`src/rtl/clock_period_meter_if.sv`:
```
// clock_period_meter_if
//   Result bundle produced by clock_period_meter.
//   master : the meter, drives the measurement results
//   slave  : the consumer (LED controller, benches)
// Signals:
//   period        [CNT_W] clk_in cycles between the last two meas_clk rises
//   high_time     [CNT_W] clk_in cycles meas_clk was high within that period
//   period_valid  one-cycle pulse when period/high_time update
//   stalled       no meas_clk rise seen within 2^CNT_W-1 cycles
interface clock_period_meter_if #(
    parameter int CNT_W = 16
);
    logic [CNT_W-1:0] period;
    logic [CNT_W-1:0] high_time;
    logic             period_valid;
    logic             stalled;

    modport master (
        output period,
        output high_time,
        output period_valid,
        output stalled
    );

    modport slave (
        input period,
        input high_time,
        input period_valid,
        input stalled
    );
endinterface

```
`src/rtl/clock_period_meter.sv`:
```
// clock_period_meter
//   Measures period and high time of an asynchronous slow clock (meas_clk),
//   counted in clk_in cycles. meas_clk passes through a SYNC_STAGES-flop
//   synchroniser and an edge-detect flop before reaching the state machine.
// Ports:
//   clk_in    system clock, all logic on its rising edge
//   reset     synchronous reset, active-low
//   sleep     1 = freeze measurement, outputs held, period_valid forced 0
//   meas_clk  clock under measurement (asynchronous)
//   mon       clock_period_meter_if.master: period, high_time,
//             period_valid, stalled
// Optional feature:
//   PERIOD_METER_AVG_EN - when defined, period reports the truncated mean of
//   the last 4 measured periods and period_valid waits for a full history.
module clock_period_meter #(
    parameter int CNT_W       = 16,
    parameter int SYNC_STAGES = 2
) (
    input  logic                  clk_in,
    input  logic                  reset,
    input  logic                  sleep,
    input  logic                  meas_clk,
    clock_period_meter_if.master  mon
);

    typedef enum logic {
        ACQUIRE,
        MEASURE
    } state_t;

    localparam logic [CNT_W-1:0] CNT_MAX = '1;

    state_t                 state_q;
    logic [SYNC_STAGES-1:0] sync_q;
    logic                   edge_q;
    logic                   sleep_q;
    logic [CNT_W-1:0]       cnt_q;
    logic [CNT_W-1:0]       hi_lat_q;
    logic [CNT_W-1:0]       period_q;
    logic [CNT_W-1:0]       high_time_q;
    logic                   valid_q;
    logic                   stalled_q;

    logic                   meas_s;
    logic                   rise;
    logic                   fall;
    logic                   active;
    logic                   capture;
    logic                   acq_entry;
    logic                   cap_valid_d;
    logic [CNT_W-1:0]       cap_period_d;

    assign meas_s = sync_q[SYNC_STAGES-1];
    assign rise   = meas_s & ~edge_q;
    assign fall   = ~meas_s & edge_q;

    // The cycle sleep drops is spent re-entering ACQUIRE, not processing edges.
    assign active    = ~sleep & ~sleep_q;
    assign capture   = active & (state_q == MEASURE) & rise;
    assign acq_entry = (~sleep & sleep_q)
                     | (active & (state_q == MEASURE) & ~rise & (cnt_q == CNT_MAX));

`ifdef PERIOD_METER_AVG_EN
    logic [CNT_W-1:0] hist_q [4];
    logic [CNT_W+1:0] sum_q;
    logic [CNT_W+1:0] sum_d;
    logic [2:0]       fill_q;

    // Running sum: drop the oldest entry, add the period just measured.
    assign sum_d        = sum_q - {2'b00, hist_q[3]} + {2'b00, cnt_q};
    assign cap_period_d = sum_d[CNT_W+1:2];
    assign cap_valid_d  = (fill_q >= 3'd3);

    always_ff @(posedge clk_in) begin
        if (!reset || acq_entry) begin
            for (int unsigned i = 0; i < 4; i++) begin
                hist_q[i] <= '0;
            end
            sum_q  <= '0;
            fill_q <= '0;
        end else if (capture) begin
            hist_q[0] <= cnt_q;
            for (int unsigned i = 1; i < 4; i++) begin
                hist_q[i] <= hist_q[i-1];
            end
            sum_q <= sum_d;
            if (fill_q != 3'd4) begin
                fill_q <= fill_q + 3'd1;
            end
        end
    end
`else
    assign cap_period_d = cnt_q;
    assign cap_valid_d  = 1'b1;
`endif

    always_ff @(posedge clk_in) begin
        if (!reset) begin
            state_q     <= ACQUIRE;
            sync_q      <= '0;
            edge_q      <= 1'b0;
            sleep_q     <= 1'b0;
            cnt_q       <= '0;
            hi_lat_q    <= '0;
            period_q    <= '0;
            high_time_q <= '0;
            valid_q     <= 1'b0;
            stalled_q   <= 1'b0;
        end else begin
            // Synchroniser and edge flop keep running through sleep.
            sync_q  <= {sync_q[SYNC_STAGES-2:0], meas_clk};
            edge_q  <= meas_s;
            sleep_q <= sleep;
            valid_q <= 1'b0;

            if (sleep) begin
                // Hold everything; edges are discarded.
            end else if (sleep_q) begin
                state_q  <= ACQUIRE;
                cnt_q    <= '0;
                hi_lat_q <= '0;
            end else begin
                case (state_q)
                    ACQUIRE: begin
                        if (rise) begin
                            cnt_q    <= {{(CNT_W-1){1'b0}}, 1'b1};
                            hi_lat_q <= '0;
                            state_q  <= MEASURE;
                        end
                    end
                    MEASURE: begin
                        if (rise) begin
                            if (cap_valid_d) begin
                                period_q    <= cap_period_d;
                                high_time_q <= hi_lat_q;
                                valid_q     <= 1'b1;
                            end
                            stalled_q <= 1'b0;
                            cnt_q     <= {{(CNT_W-1){1'b0}}, 1'b1};
                            hi_lat_q  <= '0;
                        end else if (cnt_q == CNT_MAX) begin
                            stalled_q <= 1'b1;
                            state_q   <= ACQUIRE;
                            cnt_q     <= '0;
                        end else begin
                            cnt_q <= cnt_q + 1'b1;
                            if (fall) begin
                                hi_lat_q <= cnt_q;
                            end
                        end
                    end
                    default: state_q <= ACQUIRE;
                endcase
            end
        end
    end

    assign mon.period       = period_q;
    assign mon.high_time    = high_time_q;
    assign mon.period_valid = valid_q;
    assign mon.stalled      = stalled_q;

endmodule

```
`src/flat_wrapper.sv`:
```
// flat-port wrapper written by rule: the top's interface ports become plain ports
module clock_period_meter_flat 
#(
    parameter int CNT_W       = 16,
    parameter int SYNC_STAGES = 2
)
  (clk_in, reset, sleep, meas_clk, mon_period, mon_high_time, mon_period_valid, mon_stalled);
  clock_period_meter_if #(.CNT_W(CNT_W)) mon_i ();
  input  logic clk_in;
  input  logic reset;
  input  logic sleep;
  input  logic meas_clk;
  output wire logic [$bits(mon_i.period)-1:0] mon_period;
  output wire logic [$bits(mon_i.high_time)-1:0] mon_high_time;
  output wire logic [$bits(mon_i.period_valid)-1:0] mon_period_valid;
  output wire logic [$bits(mon_i.stalled)-1:0] mon_stalled;
  assign mon_period = mon_i.period;
  assign mon_high_time = mon_i.high_time;
  assign mon_period_valid = mon_i.period_valid;
  assign mon_stalled = mon_i.stalled;
  clock_period_meter #(.CNT_W(CNT_W), .SYNC_STAGES(SYNC_STAGES)) u_core (.clk_in(clk_in), .reset(reset), .sleep(sleep), .meas_clk(meas_clk), .mon(mon_i));
endmodule
```
`config.mk`:
```
export PLATFORM = sky130hd
export DESIGN_NAME = clock_period_meter_flat
export DESIGN_NICKNAME = d
export VERILOG_FILES = /design/src/rtl/clock_period_meter_if.sv /design/src/rtl/clock_period_meter.sv /design/src/flat_wrapper.sv
export SDC_FILE = /design/constraint.sdc
export NUM_CORES = 1
export LEC_CHECK = 0
export CORE_MARGIN = 5
export CORE_UTILIZATION = 55
export CTS_CLUSTER_SIZE = 28
export DETAILED_ROUTE_END_ITERATION = 10
export PLACE_DENSITY = 0.77
export SYNTH_ARGS = -nofsm -noshare
export SYNTH_HDL_FRONTEND = slang
export SYNTH_SLANG_ARGS = --single-unit
```
`constraint.sdc`:
```
create_clock -name clk_in -period 2.35 [get_ports clk_in]
set_input_delay 0.235 -clock clk_in [delete_from_list [all_inputs] [get_ports clk_in]]
set_output_delay 0.235 -clock clk_in [all_outputs]
set_load 0.05 [all_outputs]
```
==> metrics.txt, run 1 <==
critical path data arrival time=~2.2 ns; DR WL/cell=between 15 and 20 um; clk_lat worst skew=about 0.34 ns; Die ar.=just over 7000 um2; Mapped Cells=375; syn_nets=381; P_leak=1.21 nW; max-slew violation count=0; CTS Root Cell=clkbuf_8; worst hold path type=flip-flop to flip-flop; Seq pwr share=roughly half; Tcrit/Tclk final=85.6%; die extent in y=between 80 and 90 um; area of the multi-input gates=roughly 1500 um2; ordered list of cells on the worst path=ha_1, nand3_2, or4_4, nand2_1, o311ai_0; Hold Fails Final Rpt=0; CTS tree=yes; CTS HTree Levels=3; DRC Markers=0; synthesized area=between 3000 and 4000 um2; max cap viols=0; Initial Util=a little under three fifths; # diodes=0; # IOs=38; synthesized flop and latch total=71; power per cell area=638 nW/um2; synthesized area per cell=around 8.3 um2; Post-CTS Setup Inserts=0; register area=around 1400 um2; share of cells above drive strength 1=between 9 and 10%; Final Power=2.39 mW; Crit Path Category=flip-flop to flip-flop; hold_buf cts=0; Internal Dissipation=about 1.9 mW; post-detail-place hpwl=approximately 5.1 mm; vias per inst=5.66; Setup TNS Final=0 ns; routability cong.=between 0.9 and 1; CP startpoint kind=flip-flop; Clock transition at path regs=about 0.070 ns; Comb power frac=3.9%; WP data required=between 2 and 3 ns; Layout fillers=459; clk sinks=about 70; Top FF cell, synth=dfxtp_1; clock network power share=45.4%; # setup viols final=0; RSZ-0062 raised after global routing=false; vias in the first global route=2,525; Worst VDD drop=around 0.42 mV; number of distinct library cells after synthesis=48; worst clock skew=between 0.006 and 0.007 ns; Fmax achieved=roughly 0.50 GHz; pin count of the biggest net entering global routing=55; outcome=completed; DR vias=approximately 2,700; first-pass GRT wire length=12.5 mm; Psw=0.523 mW; sequential fraction of the synthesis area=a little under half; row cnt=27; I/O Buffers=37; Worst path max stage delay=just under 0.7 ns; TritonCTS Buffers=9; worst-margin pin slew=~0.75 ns; Final Critical Period=about 2.0 ns; critical path fanouts, max=12; switching share of power=between 20% and 30%; area of the core=~5500 um2; Max transition margin=around half; GRT Total Usage=approximately 22%; Final ANT Viol Nets=0; initial antenna violation count=0; Max Root-Sink Buffers=2; GR Overflow Total=0; die width=~85 um; layout overhead on the synthesized area=20.6%; Post-synth ARST share=0%; DRT iter0 DRCs=175; CP max-delay cell=or4_4; Net count, final=approximately 410; first-pass detailed-route iteration total=4; Worst setup EP type=flip-flop; Area contributors post-synth=dfxtp_1 (46%), nand2_1 (11%), a21oi_1 (6.1%); Ys Warns=0; post-cts resize count=0; worst hold margin=0.439 ns; WL final=~7.4 mm; EDFF count, synth=0; Synth area leader=dfxtp_1; area fraction of the dominant cell type after synthesis=between 40% and 50%
## cells by family after synthesis
group,synth area share (%)
buffers and inverters,6.41
AND/OR/NAND/NOR,28.8
adder cells (fa/ha/maj),0.806
AO/OA/AOI/OAI,13.0
multiplexers,5.16
flip-flops,45.8
## metrics by stage
step / utilization, % / setup WS [ns] / cells / instance area, um2
5_1_grt: 68.0 / 0.212 / 480 / 3740
6_report: 68.0 / 0.339 / 480 / 3740
3_3_place_gp: 63.8 / 0.201 / 464 / 3510
3_5_place_dp: 63.8 / 0.164 / 464 / 3510
2_1_floorplan: - / 0.543 / 375 / 3100
4_1_cts: 67.8 / 0.145 / 480 / 3730
## cells in the final DEF, fill, tap and decap left out, types with 3 or more instances in the layout
cell type,count
or4_1,3
a21oi_1,38
inv_1,4
a31oi_1,7
nor4_1,4
buf_4,14
mux2i_1,16
nand4_1,7
nand3_1,32
nand4b_1,3
o221ai_1,3
clkdlybuf4s50_1,37
clkbuf_8,10
dfxtp_1,71
nor3_1,7
and2_1,4
o21ai_0,4
nand2_1,95
nor2_1,6
## cell type report
type                    instances  area share, %
clock buffers                  11           3.78
clock inverters                 5           2.17
inverters                       5          0.502
multi-input cells             264           39.9
flip-flops and latches         71           38.0
well taps                      72           2.41
repair buffers                 52           13.2
## sequential cells by signal, indices dropped and copies added, names as in the netlist
name / flops
u_core.edge_q: 1
u_core.mon.period: 16
u_core.mon.stalled: 1
u_core.sleep_q: 1
u_core.cap_period_d: 16
u_core.sync_q: 2
u_core.mon.period_valid: 1
u_core.state_q: 1
u_core.mon.high_time: 16
u_core.hi_lat_q: 16
## final timing paths
path / from / endpoint / slack (ns) / depth (start not counted)
max: u_core.cap_period_d[1]$_SDFFE_PN0P_ / u_core.cap_period_d[14]$_SDFFE_PN0P_ / 0.34 / 5
min: u_core.sync_q[0]$_SDFF_PN0_ / u_core.sync_q[1]$_SDFF_PN0_ / 0.44 / 1
max reg2reg: u_core.cap_period_d[1]$_SDFFE_PN0P_ / u_core.cap_period_d[14]$_SDFFE_PN0P_ / 0.34 / 5
min reg2reg: u_core.sync_q[0]$_SDFF_PN0_ / u_core.sync_q[1]$_SDFF_PN0_ / 0.44 / 1
## synthesized netlist by cell type, types with 3 or more instances
master / n
nand2_1: 95
dfxtp_1: 71
a21oi_1: 38
nand3_1: 32
clkbuf_1: 16
mux2i_1: 16
buf_2: 11
a31oi_1: 7
nand4_1: 7
nor3_1: 7
nor2_1: 6
and2_1: 4
buf_6: 4
clkbuf_2: 4
inv_1: 4
nor4_1: 4
o21ai_0: 4
nand4b_1: 3
o221ai_1: 3
or4_1: 3
## routing by layer
layer | GRT usage, % | vias to the layer above | routed length, um
li1 | - | 1363 | -
met3 | 5.44 | 17 | 378
met1 | 28.7 | 1259 | 3480
met4 | 9.06 | 0 | 164
met2 | 33.3 | 80 | 3390
met5 | 0 | - | 0
## critical path, delay by kind of cell (launching register included)
kind,cells,cell delay (ns)
AO/OA/AOI/OAI,1,0.16
flip-flops,1,0.42
AND/OR/NAND/NOR,3,1.04
adder cells (fa/ha/maj),1,0.25
## power by group through the flow
stage	clock, mW	sequential (mW)	combinational, mW
final	1.08	1.21	0.0927
after global routing	1.18	1.21	0.101
after CTS	1.11	1.21	0.0918
after floorplan	0	1.24	0.0705
after global placement	0	1.24	0.0911
after detailed placement	0	1.24	0.0915
Note: power is estimated with default switching activity, not from simulation.
==> inputs of run 2 (changes only) <==
- clock period: 2.35 -> 2.2 ns (I/O delays scaled with it)
==> metrics.txt, run 2 (synthesized netlist as in run 1, its figures left out) <==
clk_lat worst skew=0.34 ns (about the same); Clock transition at path regs=0.08 ns (about the same); Max transition margin=63.8% (+14 points); worst-margin pin slew=0.543 ns (-0.210 ns); Setup TNS Final=0 ns (unchanged); DRC Markers=0 (unchanged); CP startpoint kind=flip-flop; max-slew violation count=0 (unchanged); outcome=completed; vias in the first global route=2,710 (+7.3%); CTS tree=yes; first-pass detailed-route iteration total=4 (unchanged); Psw=0.550 mW (+5.1%); CTS Root Cell=clkbuf_8; vias per inst=5.82 (+2.8%); I/O Buffers=37 (unchanged); layout overhead on the synthesized area=20.0%; Die ar.=7240 um2 (unchanged); PnR worst setup slack=0.172 ns (-0.167 ns); commonest non-fill, non-tap cell in the layout=nand2_1; CP max-delay cell=or4_4; hold_buf cts=0 (unchanged); Comb power frac=4.0% (about the same); # setup viols final=0 (unchanged); Seq pwr share=54.3% (+3.6 points); power per cell area=640 nW/um2 (+0.29%); Final ANT Viol Nets=0 (unchanged); Worst setup EP type=flip-flop; Worst path max stage delay=0.69 ns (about the same); TritonCTS Buffers=9 (unchanged); buffer and inverter count on the worst path=0 (unchanged); clock network power share=41.7% (-3.7 points); GR Overflow Total=0 (unchanged); initial antenna violation count=0 (unchanged); critical path's top delay family=simple AND/OR/NAND/NOR gates; CTS HTree Levels=3 (unchanged); Worst VDD drop=0.414 mV (-1.4%); DP Worst Slack=0.221 ns (+0.0570 ns); share of cells above drive strength 1=10.9% (+1.1 points); Post-CTS Setup Inserts=0 (unchanged); WP data required=2.40 ns (-0.15 ns); clk sinks=71 (unchanged); worst clock skew=0.0116 ns (+0.00537 ns); Initial Util=56.4% (unchanged); Internal Dissipation=1.83 mW (-1.7%); row cnt=27 (unchanged); most frequent cells in the layout=nand2_1 (95), dfxtp_1 (71), a21oi_1 (38); die extent in y=85.1 um (unchanged); # diodes=0 (unchanged); critical path fanouts, max=12 (unchanged); Crit Path Category=flip-flop to flip-flop; Hold Fails Final Rpt=0 (unchanged); Max Root-Sink Buffers=2 (unchanged); area of the core=5510 um2 (unchanged); Fmax achieved=0.493 GHz (-0.83%); switching share of power=23.1% (+1.2 points); RSZ-0062 raised after global routing=false; DR WL/cell=16.1 um (+4.5%); worst hold path type=flip-flop to flip-flop; P_leak=1.22 nW (+0.75%); GRT Total Usage=22.9% (+1.3 points); post-detail-place hpwl=5.35 mm (+5.9%); DRT iter0 DRCs=182 (+4.0%); # IOs=38 (unchanged); first-pass GRT wire length=13.3 mm (+6.5%); routability cong.=0.957 (+1.8%); ordered list of cells on the worst path=ha_1, nand3_2, or4_4, nand2_1, o311ai_0; Net count, final=414 (+1.2%); DR vias=2,818 (+3.6%); post-cts resize count=0 (unchanged); Final Critical Period=2.03 ns (+0.0167 ns); max cap viols=0 (unchanged); pin count of the biggest net entering global routing=55 (unchanged); Tcrit/Tclk final=92.2% (+6.6 points); critical path data arrival time=2.22 ns (about the same); die width=85.1 um (unchanged); WL final=7.81 mm (+5.4%)
==> run 2: cell count changes in the layout (fill, tap and decap cells not counted), sizes merged <==
cell and delta:
buf +5, clkinv +3, clkbuf -2, bufinv -1, clkinvlp -1
==> run 2: worst register-to-register path, cell delays in order (launching register included) <==
cell and delay, ns:
dfxtp_1 0.45, ha_1 0.26, nand3_2 0.16, or4_4 0.69
nand2_1 0.18, o311ai_0 0.15
==> run 2: stage by stage <==
stage	power, mW	instance area [um2]	instances	hold slack, ns	utilization [%]
floorplan	1.40	3100	375	0.347	-
global placement	1.42	3540	469	0.416	64.2
detailed placement	1.42	3540	469	0.426	64.2
CTS	2.40	3720	484	0.445	67.6
global route	2.48	3720	484	0.458	67.6
finish	2.38	3720	484	0.440	67.6
==> run 2: final timing paths <==
path,slack [ns],end,cells past startpoint,from
max,0.17,u_core.cap_period_d[15]$_SDFFE_PN0P_,5,u_core.cap_period_d[1]$_SDFFE_PN0P_
min reg2reg,0.44,u_core.sync_q[1]$_SDFF_PN0_,1,u_core.sync_q[0]$_SDFF_PN0_
max reg2reg,0.17,u_core.cap_period_d[15]$_SDFFE_PN0P_,5,u_core.cap_period_d[1]$_SDFFE_PN0P_
min,0.44,u_core.sync_q[1]$_SDFF_PN0_,1,u_core.sync_q[0]$_SDFF_PN0_
==> run 2: area by class of cell <==
| type | instances | area, um2 |
|---|---|---|
| inverter | 5 | 18.8 |
| multi-input combinational | 264 | 1490 |
| tap | 72 | 90.1 |
| fill | 483 | 1780 |
| clock buffer | 9 | 124 |
| clock inverter | 6 | 62.6 |
| timing repair buffer | 57 | 520 |
| sequential | 71 | 1420 |
==> run 2: power groups by stage <==
stage	combinational, mW	sequential, mW	clock, mW
after floorplan	0.0753	1.32	0
after global placement	0.0930	1.32	0
after detailed placement	0.0944	1.32	0
after CTS	0.0951	1.29	1.01
after global routing	0.104	1.29	1.08
final	0.0951	1.29	0.994
==> run 2: layer usage <==
metal | global-route usage [%] | share of wire (%)
met1 | 29.4 | 44
met2 | 36.8 | 49
met3 | 4.66 | 6.1
met4 | 10.5 | 1.5
met5 | 0 | 0
==> inputs of run 3 (changes only) <==
- CAP_MARGIN: default -> 10
- CORE_MARGIN: 5 -> 2
==> metrics.txt, run 3 (synthesized netlist as in run 1, its figures left out) <==
Hold Path Origin=u_core.sync_q[0]$_SDFF_PN0_; Setup TNS Final=0 ns (unchanged); worst clock skew=0.00627 ns (-0.00529 ns); hold-critical path endpoint=u_core.sync_q[1]$_SDFF_PN0_; Initial Util=56.7% (+0.35 points); # IOs=38 (unchanged); commonest non-fill, non-tap cell in the layout=nand2_1; DP Worst Slack=-0.00177 ns (-0.223 ns); Fmax achieved=0.490 GHz (-0.55%); area of the core=5470 um2 (-0.61%); worst-margin pin slew=0.723 ns (+0.180 ns); WL final=7.97 mm (+2.1%); CP startpoint kind=flip-flop; CTS HTree Levels=3 (unchanged); Final Critical Period=2.04 ns (+0.0113 ns); area of the multi-input gates=1490 um2 (+0.50%); reg2reg start=u_core.cap_period_d[0]$_SDFFE_PN0P_; post-detail-place hpwl=5.47 mm (+2.2%); DR WL/cell=16.2 um (+0.44%); R2R setup slack=0.16 ns (about the same); clk sinks=71 (unchanged); critical path fanouts, max=12 (unchanged); PnR worst setup slack=0.161 ns (-0.0113 ns); Final ANT Viol Nets=0 (unchanged); vias in the first global route=2,684 (-0.96%); Hold Fails Final Rpt=0 (unchanged); Max Root-Sink Buffers=2 (unchanged); routability cong.=0.942 (-1.6%); Worst VDD drop=0.383 mV (-7.6%); Crit Path Category=flip-flop to flip-flop; reg2reg end=u_core.cap_period_d[14]$_SDFFE_PN0P_; WP data required=2.40 ns (about the same); layout overhead on the synthesized area=23.8%; Post-CTS Setup Inserts=0 (unchanged); first-pass detailed-route iteration total=4 (unchanged); Die ar.=6260 um2 (-14%); max cap viols=0 (unchanged); Net count, final=421 (+1.7%); DRC Markers=0 (unchanged); initial antenna violation count=0 (unchanged); I/O Buffers=37 (unchanged); # diodes=0 (unchanged); power per cell area=673 nW/um2 (+5.2%); die extent in y=79.1 um (-7.0%); first-pass GRT wire length=13.1 mm (-1.5%); pin count of the biggest net entering global routing=55 (unchanged); Max transition margin=51.7% (-12 points); FF-to-FF path depth=6 (+1); TritonCTS Buffers=9 (unchanged); die width=79.1 um (-7.0%); Clock transition at path regs=0.08 ns (about the same); Layout fillers=472 (-2.3%); GRT Total Usage=27.0% (+4.2 points); worst hold path type=flip-flop to flip-flop; most frequent cells in the layout=nand2_1 (95), dfxtp_1 (69), a21oi_1 (38); critical path data arrival time=2.24 ns (+0.02 ns); DRT iter0 DRCs=208 (+14%); register area=1420 um2 (+0.18%); DR vias=2,830 (+0.43%); Hold Path Depth=1 (unchanged); CTS tree=yes; share of cells above drive strength 1=13.1% (+2.2 points); CTS Root Cell=clkbuf_8; vias per inst=5.75 (-1.2%); GR Overflow Total=0 (unchanged); clk_lat worst skew=0.34 ns (about the same); P_leak=1.27 nW (+4.2%); outcome=completed; Tcrit/Tclk final=92.7% (+0.51 points); RSZ-0062 raised after global routing=false; row cnt=27 (unchanged); # setup viols final=0 (unchanged); max-slew violation count=0 (unchanged); Worst setup EP type=flip-flop
[run 3: stage by stage]
stage	std cells	total power [mW]	hold WS [ns]	area (um2)	util, %
3_5_place_dp	476	1.42	0.431	3600	65.8
4_1_cts	492	2.59	0.448	3840	70.2
2_1_floorplan	375	1.40	0.347	3100	-
6_report	492	2.59	0.443	3840	70.2
5_1_grt	492	2.65	0.452	3840	70.2
3_3_place_gp	476	1.42	0.415	3600	65.8
[run 3: worst max path at each step]
stage,start,endpoint,cells past startpoint
floorplan,u_core.cap_period_d[1]$_SDFFE_PN0P_,u_core.cap_period_d[0]$_SDFFE_PN0P_,6
global placement,u_core.edge_q$_SDFF_PN0_,u_core.hi_lat_q[2]$_SDFFE_PN0P_,6
detailed placement,u_core.edge_q$_SDFF_PN0_,u_core.hi_lat_q[0]$_SDFFE_PN0P_,6
CTS,u_core.cap_period_d[1]$_SDFFE_PN0P_,u_core.cap_period_d[14]$_SDFFE_PN0P_,6
global route,u_core.cap_period_d[1]$_SDFFE_PN0P_,u_core.cap_period_d[14]$_SDFFE_PN0P_,6
finish,u_core.cap_period_d[0]$_SDFFE_PN0P_,u_core.cap_period_d[14]$_SDFFE_PN0P_,6
[run 3: per-layer routing]
layer	vias to the layer above	routed length (um)	global-route usage [%]
li1	1392	-	-
met1	1332	3660	36.0
met2	91	3780	44.0
met3	15	384	4.89
met4	0	148	10.0
met5	-	0	0
[run 3: power by group]
part | internal [mW] | switching (mW) | leakage [nW]
clock network | 0.675 | 0.516 | 0.109
logic | 0.0348 | 0.0667 | 0.584
registers | 1.29 | 0.00559 | 0.573
total | 2.00 | 0.589 | 1.27
[run 3: critical path, cell delays in order, from the launching register on]
cell      delay [ns]
dfxtp_2         0.39
ha_1            0.22
nand3_2         0.10
buf_4           0.18
or4_4           0.65
nand2_1         0.19
o311ai_0        0.16
[run 3: layout make-up]
class | instances | share of cell area [%]
clock buffers | 10 | 3.58
repair buffers | 64 | 15.2
clock inverters | 6 | 2.41
well taps | 72 | 2.34
inverters | 5 | 0.488
multi-input cells | 264 | 38.9
flip-flops and latches | 71 | 37.1
[run 3: timing repair]
item / in CTS / in global routing
endpoints found under the setup margin: 16 / 2
hold buffers: 0 / 0
endpoints found under the hold margin: 0 / 0
gates resized for setup: 1 / 2
